### config.mk
export PLATFORM = sky130hd
export DESIGN_NAME = spi_regif_flat
export DESIGN_NICKNAME = d
export VERILOG_FILES = /design/src/rtl/bdc_regmap_pkg.sv /design/src/rtl/spi_regif_if.sv /design/src/rtl/spi_sync2.sv /design/src/rtl/spi_regif.sv /design/src/flat_wrapper.sv
export SDC_FILE = /design/constraint.sdc
export NUM_CORES = 1
export LEC_CHECK = 0
export ABC_AREA = 1
export CORE_MARGIN = 2
export CORE_UTILIZATION = 30
export CTS_BUF_LIST = sky130_fd_sc_hd__clkbuf_4 sky130_fd_sc_hd__clkbuf_8
export CTS_CLUSTER_SIZE = 20
export DETAILED_ROUTE_END_ITERATION = 7
export PLACE_DENSITY_LB_ADDON = 0.1
export SKIP_LAST_GASP = 1
export SYNTH_ARGS = -nofsm -noshare
export SYNTH_HDL_FRONTEND = slang
export SYNTH_SLANG_ARGS = --single-unit
### constraint.sdc
create_clock -name clk -period 5.3 [get_ports clk]
set_input_delay 0.795 -clock clk [delete_from_list [all_inputs] [get_ports clk]]
set_output_delay 0.795 -clock clk [all_outputs]
set_load 0.005 [all_outputs]
### src/rtl/bdc_regmap_pkg.sv
// Register map, FSM encoding and readback mux shared by the SPI register interface.
package bdc_regmap_pkg;

    localparam logic [6:0] ADDR_CFG0    = 7'h00;
    localparam logic [6:0] ADDR_CFG1    = 7'h01;
    localparam logic [6:0] ADDR_CFG2    = 7'h02;
    localparam logic [6:0] ADDR_CTRL    = 7'h03;
    localparam logic [6:0] ADDR_WDOGDIV = 7'h04;
    localparam logic [6:0] ADDR_WDRESET = 7'h05;
    localparam logic [6:0] ADDR_HWCFG   = 7'h06;

    localparam int RW_BIT  = 7;
    localparam int STATE_W = 2;

    localparam logic [STATE_W-1:0] ST_IDLE = 2'd0;
    localparam logic [STATE_W-1:0] ST_CMD  = 2'd1;
    localparam logic [STATE_W-1:0] ST_DATA = 2'd2;

    function automatic logic [7:0] rd_mux(input logic [6:0] addr,
                                          input logic [7:0] ctrl,
                                          input logic [7:0] hw);
        case (addr)
            ADDR_CTRL:  rd_mux = ctrl;
            ADDR_HWCFG: rd_mux = hw;
            default:    rd_mux = 8'h00;
        endcase
    endfunction

endpackage

### src/rtl/spi_regif_if.sv
// Pin and register-side bundle of the SPI register interface; slave is the DUT view.
interface spi_regif_if;
    import bdc_regmap_pkg::*;

    // No valid/ready pair here: each load strobe is a one-cycle qualifier for wrtdata,
    // and misooe qualifies miso (miso is 0 whenever misooe is 0).
    logic               sck;
    logic               csn;
    logic               mosi;
    logic               miso;
    logic               misooe;
    logic [7:0]         controlrdata;
    logic [7:0]         hwconfig;
    logic [7:0]         wrtdata;
    logic               cfgld0;
    logic               cfgld1;
    logic               cfgld2;
    logic               ctrlld;
    logic               wdogdivld;
    logic               wdreset;
    logic [STATE_W-1:0] dbg_state;

    modport slave (
        input  sck, csn, mosi, controlrdata, hwconfig,
        output miso, misooe, wrtdata, cfgld0, cfgld1, cfgld2, ctrlld, wdogdivld, wdreset,
        output dbg_state
    );

    modport master (
        output sck, csn, mosi, controlrdata, hwconfig,
        input  miso, misooe, wrtdata, cfgld0, cfgld1, cfgld2, ctrlld, wdogdivld, wdreset,
        input  dbg_state
    );

endinterface

### src/rtl/spi_sync2.sv
// Two-flop synchroniser with a selectable reset value.
module spi_sync2 #(
    parameter logic RST_VAL = 1'b0
) (
    input  logic clk,
    input  logic rstn,
    input  logic d,
    output logic q
);

    logic meta;

    always_ff @(posedge clk or negedge rstn) begin
        if (!rstn) begin
            meta <= RST_VAL;
            q    <= RST_VAL;
        end else begin
            meta <= d;
            q    <= meta;
        end
    end

endmodule

### src/rtl/spi_regif.sv
// SPI mode-0 slave decoding host frames into register load strobes and readback on miso.
module spi_regif
    import bdc_regmap_pkg::*;
(
    input  logic        clk,
    input  logic        rstn,
    spi_regif_if.slave  bus
);

    logic sck_s, csn_s, mosi_s;

    spi_sync2 #(.RST_VAL(1'b0)) u_sync_sck  (.clk(clk), .rstn(rstn), .d(bus.sck),  .q(sck_s));
    spi_sync2 #(.RST_VAL(1'b1)) u_sync_csn  (.clk(clk), .rstn(rstn), .d(bus.csn),  .q(csn_s));
    spi_sync2 #(.RST_VAL(1'b0)) u_sync_mosi (.clk(clk), .rstn(rstn), .d(bus.mosi), .q(mosi_s));

    // Edge detect is registered; csn and mosi ride the same stage so they stay aligned.
    logic sck_d, rise_q, fall_q, mosi_q, csn_q;

    always_ff @(posedge clk or negedge rstn) begin
        if (!rstn) begin
            sck_d  <= 1'b0;
            rise_q <= 1'b0;
            fall_q <= 1'b0;
            mosi_q <= 1'b0;
            csn_q  <= 1'b1;
        end else begin
            sck_d  <= sck_s;
            rise_q <= sck_s & ~sck_d;
            fall_q <= ~sck_s & sck_d;
            mosi_q <= mosi_s;
            csn_q  <= csn_s;
        end
    end

    logic [1:0]         settle;
    logic               armed;
    logic [STATE_W-1:0] state;
    logic [2:0]         bitcnt;
    logic [6:0]         sh_in;
    logic [6:0]         addr;
    logic               rw;
    logic [7:0]         rd_sh;
    logic [7:0]         rx_byte;
    logic               byte_done;

    assign rx_byte   = {sh_in, mosi_q};
    assign byte_done = rise_q && (bitcnt == 3'd7);

    // csn_q shows its reset value for the first cycles; arming waits for the real pin level.
    always_ff @(posedge clk or negedge rstn) begin
        if (!rstn) begin
            settle <= 2'd0;
            armed  <= 1'b0;
            state  <= ST_IDLE;
            bitcnt <= 3'd0;
            sh_in  <= 7'd0;
            addr   <= 7'd0;
            rw     <= 1'b0;
            rd_sh  <= 8'h00;
        end else begin
            if (settle != 2'd3) settle <= settle + 2'd1;
            else if (csn_q)     armed  <= 1'b1;

            case (state)
                ST_IDLE: begin
                    if (!csn_q && armed) begin
                        state  <= ST_CMD;
                        bitcnt <= 3'd0;
                        rd_sh  <= 8'h00;
                    end
                end
                default: begin
                    if (rise_q) begin
                        bitcnt <= bitcnt + 3'd1;
                        sh_in  <= rx_byte[6:0];
                        if (byte_done && state == ST_CMD) begin
                            rw    <= rx_byte[RW_BIT];
                            addr  <= rx_byte[6:0];
                            state <= ST_DATA;
                            rd_sh <= rx_byte[RW_BIT] ?
                                     rd_mux(rx_byte[6:0], bus.controlrdata, bus.hwconfig) : 8'h00;
                        end else if (byte_done) begin
                            addr  <= addr + 7'd1;
                            rd_sh <= rw ? rd_mux(addr + 7'd1, bus.controlrdata, bus.hwconfig)
                                        : 8'h00;
                        end
                    end else if (fall_q && bitcnt != 3'd0) begin
                        // The fall right after a reload is skipped so the MSB meets the next rise.
                        rd_sh <= {rd_sh[6:0], 1'b0};
                    end
                    if (csn_q) begin
                        state  <= ST_IDLE;
                        bitcnt <= 3'd0;
                    end
                end
            endcase
        end
    end

    logic [5:0] wr_hit;
    logic [5:0] stb_q;
    logic [7:0] wrtdata_q;

    always_comb begin
        wr_hit = 6'd0;
        if (state == ST_DATA && byte_done && !rw) begin
            case (addr)
                ADDR_CFG0:    wr_hit[0] = 1'b1;
                ADDR_CFG1:    wr_hit[1] = 1'b1;
                ADDR_CFG2:    wr_hit[2] = 1'b1;
                ADDR_CTRL:    wr_hit[3] = 1'b1;
                ADDR_WDOGDIV: wr_hit[4] = 1'b1;
                ADDR_WDRESET: wr_hit[5] = 1'b1;
                default:      wr_hit    = 6'd0;
            endcase
        end
    end

    always_ff @(posedge clk or negedge rstn) begin
        if (!rstn) begin
            stb_q     <= 6'd0;
            wrtdata_q <= 8'h00;
        end else begin
            stb_q <= wr_hit;
            if (wr_hit != 6'd0) wrtdata_q <= rx_byte;
        end
    end

    assign bus.cfgld0    = stb_q[0];
    assign bus.cfgld1    = stb_q[1];
    assign bus.cfgld2    = stb_q[2];
    assign bus.ctrlld    = stb_q[3];
    assign bus.wdogdivld = stb_q[4];
    assign bus.wdreset   = stb_q[5];
    assign bus.wrtdata   = wrtdata_q;
    assign bus.misooe    = (state != ST_IDLE);
    assign bus.miso      = bus.misooe & rd_sh[7];
    assign bus.dbg_state = state;

endmodule

### src/flat_wrapper.sv
// flat-port wrapper written by rule: the top's interface ports become plain ports
module spi_regif_flat import bdc_regmap_pkg::*;
  (clk, rstn, bus_sck, bus_csn, bus_mosi, bus_controlrdata, bus_hwconfig, bus_miso, bus_misooe, bus_wrtdata, bus_cfgld0, bus_cfgld1, bus_cfgld2, bus_ctrlld, bus_wdogdivld, bus_wdreset, bus_dbg_state);
  spi_regif_if bus_i ();
  input  logic clk;
  input  logic rstn;
  input wire logic [$bits(bus_i.sck)-1:0] bus_sck;
  input wire logic [$bits(bus_i.csn)-1:0] bus_csn;
  input wire logic [$bits(bus_i.mosi)-1:0] bus_mosi;
  input wire logic [$bits(bus_i.controlrdata)-1:0] bus_controlrdata;
  input wire logic [$bits(bus_i.hwconfig)-1:0] bus_hwconfig;
  output wire logic [$bits(bus_i.miso)-1:0] bus_miso;
  output wire logic [$bits(bus_i.misooe)-1:0] bus_misooe;
  output wire logic [$bits(bus_i.wrtdata)-1:0] bus_wrtdata;
  output wire logic [$bits(bus_i.cfgld0)-1:0] bus_cfgld0;
  output wire logic [$bits(bus_i.cfgld1)-1:0] bus_cfgld1;
  output wire logic [$bits(bus_i.cfgld2)-1:0] bus_cfgld2;
  output wire logic [$bits(bus_i.ctrlld)-1:0] bus_ctrlld;
  output wire logic [$bits(bus_i.wdogdivld)-1:0] bus_wdogdivld;
  output wire logic [$bits(bus_i.wdreset)-1:0] bus_wdreset;
  output wire logic [$bits(bus_i.dbg_state)-1:0] bus_dbg_state;
  assign bus_i.sck = bus_sck;
  assign bus_i.csn = bus_csn;
  assign bus_i.mosi = bus_mosi;
  assign bus_i.controlrdata = bus_controlrdata;
  assign bus_i.hwconfig = bus_hwconfig;
  assign bus_miso = bus_i.miso;
  assign bus_misooe = bus_i.misooe;
  assign bus_wrtdata = bus_i.wrtdata;
  assign bus_cfgld0 = bus_i.cfgld0;
  assign bus_cfgld1 = bus_i.cfgld1;
  assign bus_cfgld2 = bus_i.cfgld2;
  assign bus_ctrlld = bus_i.ctrlld;
  assign bus_wdogdivld = bus_i.wdogdivld;
  assign bus_wdreset = bus_i.wdreset;
  assign bus_dbg_state = bus_i.dbg_state;
  spi_regif u_core (.clk(clk), .rstn(rstn), .bus(bus_i));
endmodule
== After elaboration in Yosys (flattened, before gate mapping) ==
Index checks and enable logic that the tools add are counted.
W data, S select, Z words.
Cells by class
  $add $sub $neg: 3
  eq/ne operators: 15
  mux-type cells: 28
  bitwise gates (word level): 7
  reduce and logical (&&, ||, !) cells: 24
Operators by type and width (number)
  $mux W8: 8
  $pmux W8 S2: 2
  $eq A7 B2 Y1 const B: 4
  $eq A7 B3 Y1 const B: 4
  $mux W7: 2
  $mux W3: 4
  $reduce_and A3 Y1: 4
  $reduce_bool A3 Y1: 4
  $mux W2: 5
  $add A7 B1 Y7 const B: 1
  $eq A7 B1 Y1 const B: 1
  $logic_not A7 Y1: 1
  $logic_and A1 B1 Y1: 6
  $mux W1: 6
  $mux W6: 1
  $reduce_and A2 Y1: 3
  $reduce_bool A6 Y1: 1
  $ne A4 B4 Y1 const B: 1
  $not A1 Y1: 4
  $reduce_bool A2 Y1: 2
  $add A3 B1 Y3 const B: 1
  $and A1 B1 Y1: 3
  $eq A3 B3 Y1 const B: 1
  $add A2 B1 Y2 const B: 1
  other kinds (6): 7
Storage, ports and cells
  flip-flop bits (word level): 56
  input bits: 21
  word-level logic and storage cells: 98

== Logic depth before layout (Yosys ltp) ==
Gate-level depths: netlist (run 1).
  depth after elaboration: 8
  gate-level depth with buffers: 14
  gate-level depth less buffers: 12

== Cells and area by module ==
A second synthesis (run 1) with hierarchy kept.
Unflattened totals
  cell total of the unflattened synthesis: 360
  area, all modules: 2914.0 um^2
Modules (own cells, without submodules)
  spi_regif: instances 1, cells each 354, area an instance 2761.4 um^2, seq. area each 1252.5 um^2
  spi_sync2 at u_core.u_sync_mosi ...: instances 2, cells each 2, area an instance 50.0 um^2, seq. area each 50.0 um^2
  spi_sync2 at u_core.u_sync_csn: instances 1, cells each 2, area an instance 52.6 um^2, seq. area each 52.6 um^2

== Least setup slack after synthesis (run 1) ==
OpenSTA, ideal clock, no wires.
  path kind: flip-flop to flip-flop
  start point: register u_core.bitcnt[0]
  end point: register u_core.wrtdata_q[5] (netlist: u_core.bus.wrtdata[5])
  setup time: 0.117 ns
  arrival: 1.631 ns
  required time: 5.183 ns
  path slack: 3.552 ns
  stages on the path, launching flop included: 14
  buffers on the path: 1
  clock period less this slack: 1.748 ns
  cell sequence: dfrtp_1 > ha_1 > ha_1 > nand2_4 > nor2_4 > nand3_2 > inv_2 > nand3_2 > nor2_1 > nor2_1 > nand3_4 > buf_8 > nand2_2 > o21ai_2
Between the ends
  word-level cells in the longest chain between the ends: 6
Ends and longest elaborated chain
  start, declared: RTL line spi_regif.sv:38  | logic [2:0] bitcnt;
  start signal, assigned: RTL line spi_regif.sv:74  | bitcnt <= bitcnt + 3'd1;
  $eq A3 B3 Y1: RTL line spi_regif.sv:47  | assign byte_done = rise_q && (bitcnt == 3'd7);
  $logic_and A1 B1 Y1: RTL line spi_regif.sv:47
  $logic_and A1 B1 Y1 (2 in a row): RTL line spi_regif.sv:106  | if (state == ST_DATA && byte_done && !rw) begin
  $mux W6: RTL line spi_regif.sv:106
  via u_core.wr_hit[0]: RTL line spi_regif.sv:100  | logic [5:0] wr_hit;
  $reduce_bool A6 Y1: RTL line spi_regif.sv:125  | if (wr_hit != 6'd0) wrtdata_q <= rx_byte;
  end signal, assigned: RTL line spi_regif.sv:125
  end, declared: RTL line spi_regif.sv:102  | logic [7:0] wrtdata_q;
The timed path passes the listed nets, and every way through them passes these cells.
A chain may end at the register's enable or synchronous reset.

== Worst setup path in the final report (run 1) ==
  start point: register u_core.state[0] (netlist: u_core.bus.dbg_state[0])
  end point: output port bus_misooe
Between the ends
  word-level cells in the longest chain between the ends: 1
Ends and longest elaborated chain
  start, declared: RTL line spi_regif.sv:37  | logic [STATE_W-1:0] state;
  start signal, assigned: RTL line spi_regif.sv:54  | state <= ST_IDLE;
  start signal, assigned: RTL line spi_regif.sv:67  | state <= ST_CMD;
  start signal, assigned: RTL line spi_regif.sv:79  | state <= ST_DATA;
  $reduce_bool A2 Y1: RTL line spi_regif.sv:136  | assign bus.misooe = (state != ST_IDLE);
  end, declared: RTL line flat_wrapper.sv:13  | output wire logic [$bits(bus_i.misooe)-1:0] bus_misooe;
No other way between the ends.

==> results of run 1 <==
worst min path at each step:
stage | end | slack [ns] | cells past startpoint
after floorplan | u_core.mosi_q | 0.33 | 0
final | u_core.u_sync_sck.q | 0.36 | 0
after global routing | u_core.u_sync_sck.q | 0.36 | 0
after detailed placement | u_core.u_sync_sck.q | 0.34 | 0
after CTS | u_core.u_sync_sck.q | 0.36 | 0
after global placement | u_core.u_sync_sck.q | 0.33 | 0
worst max-delay path, stage by stage (launching register included):
cell	delay (ns)
dfrtp_1	0.45
nor2_1	0.33
inv_1	0.17
clkdlybuf4s50_1	0.47
routing by layer:
layer  GRT usage, %  vias to the layer above  routed length, um
met5              0                        -                  0
met4          4.000                        0                 81
met3          2.576                        6                285
met2          20.51                       46               2918
met1          18.99                     1092               3285
li1               -                     1227                  -
cell type report:
type,count,share of cell area [%]
Inverter,50,5.355
Multi-Input combinational cell,249,36.02
Tap cell,129,4.606
Clock inverter,1,0.2142
Timing Repair Buffer,40,11.14
Clock buffer,7,2.571
Sequential cell,56,40.09
cells in the mapped netlist, drive strengths merged (2+ instances only):
cell type  count  share of area, %
buf            6               2.0
xor2           2              0.60
dfstp          3               2.7
a21oi          9               1.5
nand2         95                13
o21ai         35               6.3
o22ai          7               1.5
dfrtp         53                45
ha             8               3.4
nor3           4              0.69
nor2          45               6.8
nand3         34               6.9
inv           49               6.3
nand4          2              0.43
sequential cells by signal, indices dropped and copies added (netlist names), 2 cells and up:
| name | flops |
|---|---|
| u_core.stb_q | 6 |
| u_core.sh_in | 7 |
| u_core.addr | 7 |
| u_core.bitcnt | 3 |
| u_core.rd_sh | 8 |
| u_core.settle | 2 |
| u_core.bus.dbg_state | 2 |
| u_core.bus.wrtdata | 8 |
logic make-up (layout without fill, tap and decap cells):
group,Yosys count,after routing,synth area share (%)
AOI/OAI and AO/OA,56,56,10.68
xor gates and xnor gates,3,3,0.9007
adders and majority gates,8,8,3.431
buffers and inverters,57,98,8.576
DFF,56,56,48.16
muxes,1,1,0.3859
and+or+nand+nor,181,181,27.87
per-stage QoR:
stage / hold slack [ns] / std cells / utilization [%] / total power [mW]
global route: 0.3639 / 532 / 37.57 / 1.103
floorplan: 0.3312 / 362 / - / 0.6740
finish: 0.3573 / 532 / 37.57 / 1.027
CTS: 0.3596 / 532 / 37.57 / 1.047
global placement: 0.3323 / 524 / 36.53 / 0.7887
detailed placement: 0.3355 / 524 / 36.53 / 0.7904
power breakdown:
group | switching [mW] | internal, mW | leakage (nW)
combinational | 0.143 | 0.0894 | 0.860
clock | 0.140 | 0.112 | 0.0479
sequential | 0.0611 | 0.482 | 0.728
==> results by group, run 1 <==
Status
  • Outcome: complete, no violations

GRT
  • Pin count of the biggest net entering global routing: between 50 and 60
  • Gr usage total: between 10% and 20%
  • GR Overflow Total: 0
  • Antenna violations before repair: 0
  • Vias in the first global route: roughly 2300
  • First-pass GRT wire length: roughly 11000 um

Placed design
  • Area after DPL: around 3400 um2
  • RD Place Congestion: between 0.7 and 0.8
  • Post-DP HPWL: 4740 um
  • IO buf count: 38
  • Pre-CTS setup slack: approximately 3.1 ns

Floorplan
  • Initial Utilization: a little under a third
  • CORE AREA: roughly 9300 um2
  • I/O Pins: 39
  • DIE HEIGHT: between 100 and 150 um
  • DIE AREA: 10530 um2
  • Die Wd: just over 100 um
  • Rows: 35

Timing
  • Worst-Margin Slew: around 0.85 ns
  • Layout Skew: between 0.007 and 0.008 ns
  • Final Slew Violations: 0
  • Endpoints failing hold: 0
  • Number of setup violations in the final report: 0
  • Setup TNS: 0 ns
  • Slew headroom: between 40% and 50%
  • Tmin final: 2.528 ns
  • Period utilization: a little under half
  • Final worst slack: 2.772 ns
  • RSZ-0062 raised after global routing: no
  • FMAX: just under 400 MHz

Clocking
  • Root Driver: clkbuf_8
  • Skew-Pair Late Insertion Delay: between 0.3 and 0.4 ns
  • CTS Buffer Depth: 2
  • Post-cts resize count: 0
  • CTS tree: built
  • Clock sinks: 56
  • TritonCTS Buffers: 5
  • Hold_buf cts: 0
  • H-tree levels: 2
  • Reg clk slew, reported paths: ~0.10 ns
  • Post-CTS setup buffer count: 0

Finish
  • Register area: between 1000 and 1500 um2
  • Commonest non-fill, non-tap cells in the layout: nand2_1, dfrtp_1, inv_1
  • Finished Cell Area: between 3000 and 4000 um2
  • # nets final: 431
  • N_diodes: 0
  • Layout area overhead: 20.11%
  • FILL cells: ~960
  • Share of post-route cells with drive strength above 1: under 10%
  • Most common cell after layout, fill and taps aside: nand2_1
  • Multi-input combinational cell area: around 1300 um2

Logic synthesis
  • Async SR Flop Fraction: 100.0%
  • Seq cells post-synth: between 50 and 60
  • Most used flip-flop cell after synthesis: dfrtp_1
  • Sequential fraction of the synthesis area: about half
  • Cells after synthesis: roughly 360
  • Syn. warnings: 0
  • Netlist cell types: 37
  • Syn_area_per_cell: slightly above 8 um2
  • Synthesized Nets: ~390
  • Post-synth EDFFs: 0
  • Mapped cell area: 2918 um2

Critical path
  • Reg-to-Reg Start: u_core.rise_q
  • Crit Reg-Reg Endpoint: u_core.bitcnt[0]
  • CP required: approximately 4.5 ns
  • Worst EP arrival: between 1.5 and 2 ns
  • Setup crit start: u_core.bus.dbg_state[0]
  • CP Class: flop to output port
  • Critical path endpoint: bus_misooe
  • CP Capture Type: output port
  • Crit start category: flop
  • Worst-path fanout max: 5
  • Reg2Reg Setup Slack: ~3.2 ns
  • R2R depth: 5

Pwr
  • Lkg Pwr: approximately 1.6 nW
  • Power per standard cell area: between 200 and 300 nW/um2
  • VDD IR max: around 0.12 mV

Min path
  • Hold Path Class: flop to flop
  • Min-delay src: u_core.u_sync_sck.meta

Routing
  • Routed WL: 6570 um
  • Vias post-DR: between 2000 and 2500
  • Drt wl/cell: ~12 um
  • Post-route ant nets: 0
  • Vias per inst: approximately 4.5
  • Initial DRC Count: 94
  • Residual DRC: 0
  • DRT Pass-1 Iters: 4

Run
  • Max-capacitance violation count: 0
No activity file was read; power rests on OpenSTA's default activity.
==> run 2, diff against run 1 <==
- clock period: 5.3 -> 2.4 ns (I/O delays scaled with it)
==> run 2 against run 1 <==
Clock power increased by 110%; largest power group unchanged; flip-flop and latch count unchanged; highest routed layer unchanged; first-iteration DRC count increased by 14%; clock skew increased by 0.0032 ns.
==> results by group, run 2 (synthesis results as in run 1) <==
Status
  • Outcome: complete, no violations (unchanged)

Critical path
  • CP Capture Type: output port (unchanged)
  • Cells along the critical path: nor2_1 > inv_1 > clkdlybuf4s50_1 (unchanged)
  • CP required: 2.04 ns (was 4.51 ns)
  • Critical path's top delay family: buffers and inverters (unchanged)
  • R2R depth: 10 (was 5)
  • Reg2Reg Setup Slack: 0.44 ns (was 3.24 ns)
  • Crit start category: flop (unchanged)
  • WP buf/inv: 2 (unchanged)
  • Worst-path fanout max: 5 (unchanged)
  • CP Class: flop to output port (unchanged)
  • Crit Reg-Reg Endpoint: u_core.rd_sh[5] (was u_core.bitcnt[0])
  • Largest stage delay on the critical path: 0.48 ns (was 0.47 ns)
  • Reg-to-Reg Start: u_core.bitcnt[0] (was u_core.rise_q)
  • Crit-path slowest cell: clkdlybuf4s50_1 (unchanged)
  • Worst EP arrival: 1.76 ns (was 1.73 ns)

Clocking
  • Reg clk slew, reported paths: 0.10 ns (about the same)
  • Root Driver: clkbuf_8 (unchanged)
  • CTS tree: built (unchanged)
  • TritonCTS Buffers: 5 (unchanged)
  • Clock sinks: 56 (unchanged)
  • H-tree levels: 2 (unchanged)
  • CTS Buffer Depth: 2 (unchanged)
  • Hold_buf cts: 0 (unchanged)
  • Post-cts resize count: 0 (unchanged)
  • Skew-Pair Late Insertion Delay: 0.31 ns (about the same)
  • Post-CTS setup buffer count: 0 (unchanged)

Finish
  • # nets final: 434 (was 431)
  • Share of post-route cells with drive strength above 1: 9.136% (was 8.685%)
  • N_diodes: 0 (unchanged)
  • Commonest non-fill, non-tap cells in the layout: nand2_1, dfrtp_1, inv_1 (unchanged)
  • Non-filler cells, final: 534 (was 532)
  • Layout area overhead: 21.10% (was 20.11%)
  • Most common cell after layout, fill and taps aside: nand2_1 (unchanged)

Timing
  • Number of setup violations in the final report: 0 (unchanged)
  • FMAX: ~470 MHz
  • Endpoints failing hold: 0 (unchanged)
  • Layout Skew: 0.01088 ns (was 0.007640 ns)
  • Final Slew Violations: 0 (unchanged)
  • Worst-Margin Slew: 0.7003 ns (was 0.8473 ns)
  • Tmin final: 2.123 ns
  • Period utilization: ~88%
  • Setup TNS: 0 ns (unchanged)
  • Slew headroom: 53.14% (was 43.31%)
  • RSZ-0062 raised after global routing: no (unchanged)

GRT
  • Pin count of the biggest net entering global routing: 30 (was 57)
  • Vias in the first global route: 2391 (was 2276)
  • Antenna violations before repair: 0 (unchanged)
  • GR Overflow Total: 0 (unchanged)
  • Gr usage total: 13.77% (was 13.30%)
  • First-pass GRT wire length: 11520 um (was 11030 um)

Floorplan
  • Rows: 35 (unchanged)
  • Die Wd: 102.6 um (unchanged)
  • Initial Utilization: 31.28% (unchanged)
  • CORE AREA: 9328 um2 (unchanged)
  • DIE HEIGHT: 102.6 um (unchanged)
  • I/O Pins: 39 (unchanged)
  • DIE AREA: 10530 um2 (unchanged)

Placed design
  • RD Place Congestion: 0.7921 (was 0.7806)
  • Post-DP HPWL: 4966 um (was 4740 um)
  • Dpl cells: 527 (was 524)
  • IO buf count: 38 (unchanged)

Min path
  • Hold Path Class: primary input to async pin (was flop to flop)

Pwr
  • Total chip power: 2.245 mW (was 1.027 mW)
  • Net switching power: 0.7436 mW (was 0.3437 mW)
  • Clock power share: 23.3% (was 24.5%)
  • VDD IR max: 0.3230 mV (was 0.1197 mV)
  • Sw Ratio: 33.12% (was 33.48%)
  • Lkg Pwr: 1.655 nW (was 1.635 nW)
  • Combinational Power Share: 23.4% (was 22.6%)
  • Power per standard cell area: 635.4 nW/um2 (was 293.0 nW/um2)
  • Sequential power share: 53.3% (was 52.9%)
  • Internal Power: 1.501 mW (was 0.6830 mW)

Routing
  • Drt wl/cell: 12.46 um (was 12.35 um)
  • Initial DRC Count: 107 (was 94)
  • Routed WL: 6656 um (was 6570 um)
  • DRT Pass-1 Iters: 4 (unchanged)
  • Vias post-DR: 2394 (was 2371)
  • Residual DRC: 0 (unchanged)
  • Post-route ant nets: 0 (unchanged)
  • Vias per inst: 4.483 (was 4.457)

Run
  • Max-capacitance violation count: 0 (unchanged)
[run 2: how the worst max path moves through the flow]
stage / from / end / cells past startpoint
after floorplan: u_core.bitcnt[0] / u_core.bus.wrtdata[5] / 13
after global placement: u_core.addr[0] / u_core.rd_sh[0] / 10
after detailed placement: u_core.bitcnt[0] / u_core.rd_sh[5] / 10
after CTS: u_core.bus.dbg_state[0] / bus_misooe / 3
after global routing: u_core.bus.dbg_state[1] / bus_misooe / 3
final: u_core.bus.dbg_state[0] / bus_misooe / 3
[run 2: power groups by stage]
stage	logic [mW]	clock network (mW)	registers [mW]
floorplan	0.318	0	1.17
global placement	0.530	0	1.22
detailed placement	0.536	0	1.22
CTS	0.538	0.551	1.20
global route	0.627	0.591	1.22
finish	0.525	0.524	1.20
[run 2: final cells by class]
class / instances / area [um2]
fillers: 978 / 5794
flip-flops and latches: 56 / 1405
multi-input cells: 249 / 1262
repair buffers: 43 / 425.4
inverters: 50 / 187.7
well taps: 129 / 161.4
clock buffers: 6 / 82.58
clock inverters: 1 / 8.758
[run 2: stage by stage]
stage	hold WS, ns	utilization (%)	setup slack (ns)	cell area, um2
after detailed placement	0.3347	36.90	0.4471	3442
after floorplan	0.06441	-	0.6521	2918
after CTS	0.09780	37.88	0.2335	3533
after global placement	0.3345	36.90	0.4733	3442
final	0.07571	37.88	0.2766	3533
after global routing	0.1121	37.88	0.1157	3533
[run 2: layer usage]
metal  vias up  GRT usage, %  wire, um
met2        48         21.07      2921
met5         -             0         0
met4         0         4.308        84
li1       1232             -         -
met3         6         2.237       260
met1      1108         20.01      3390
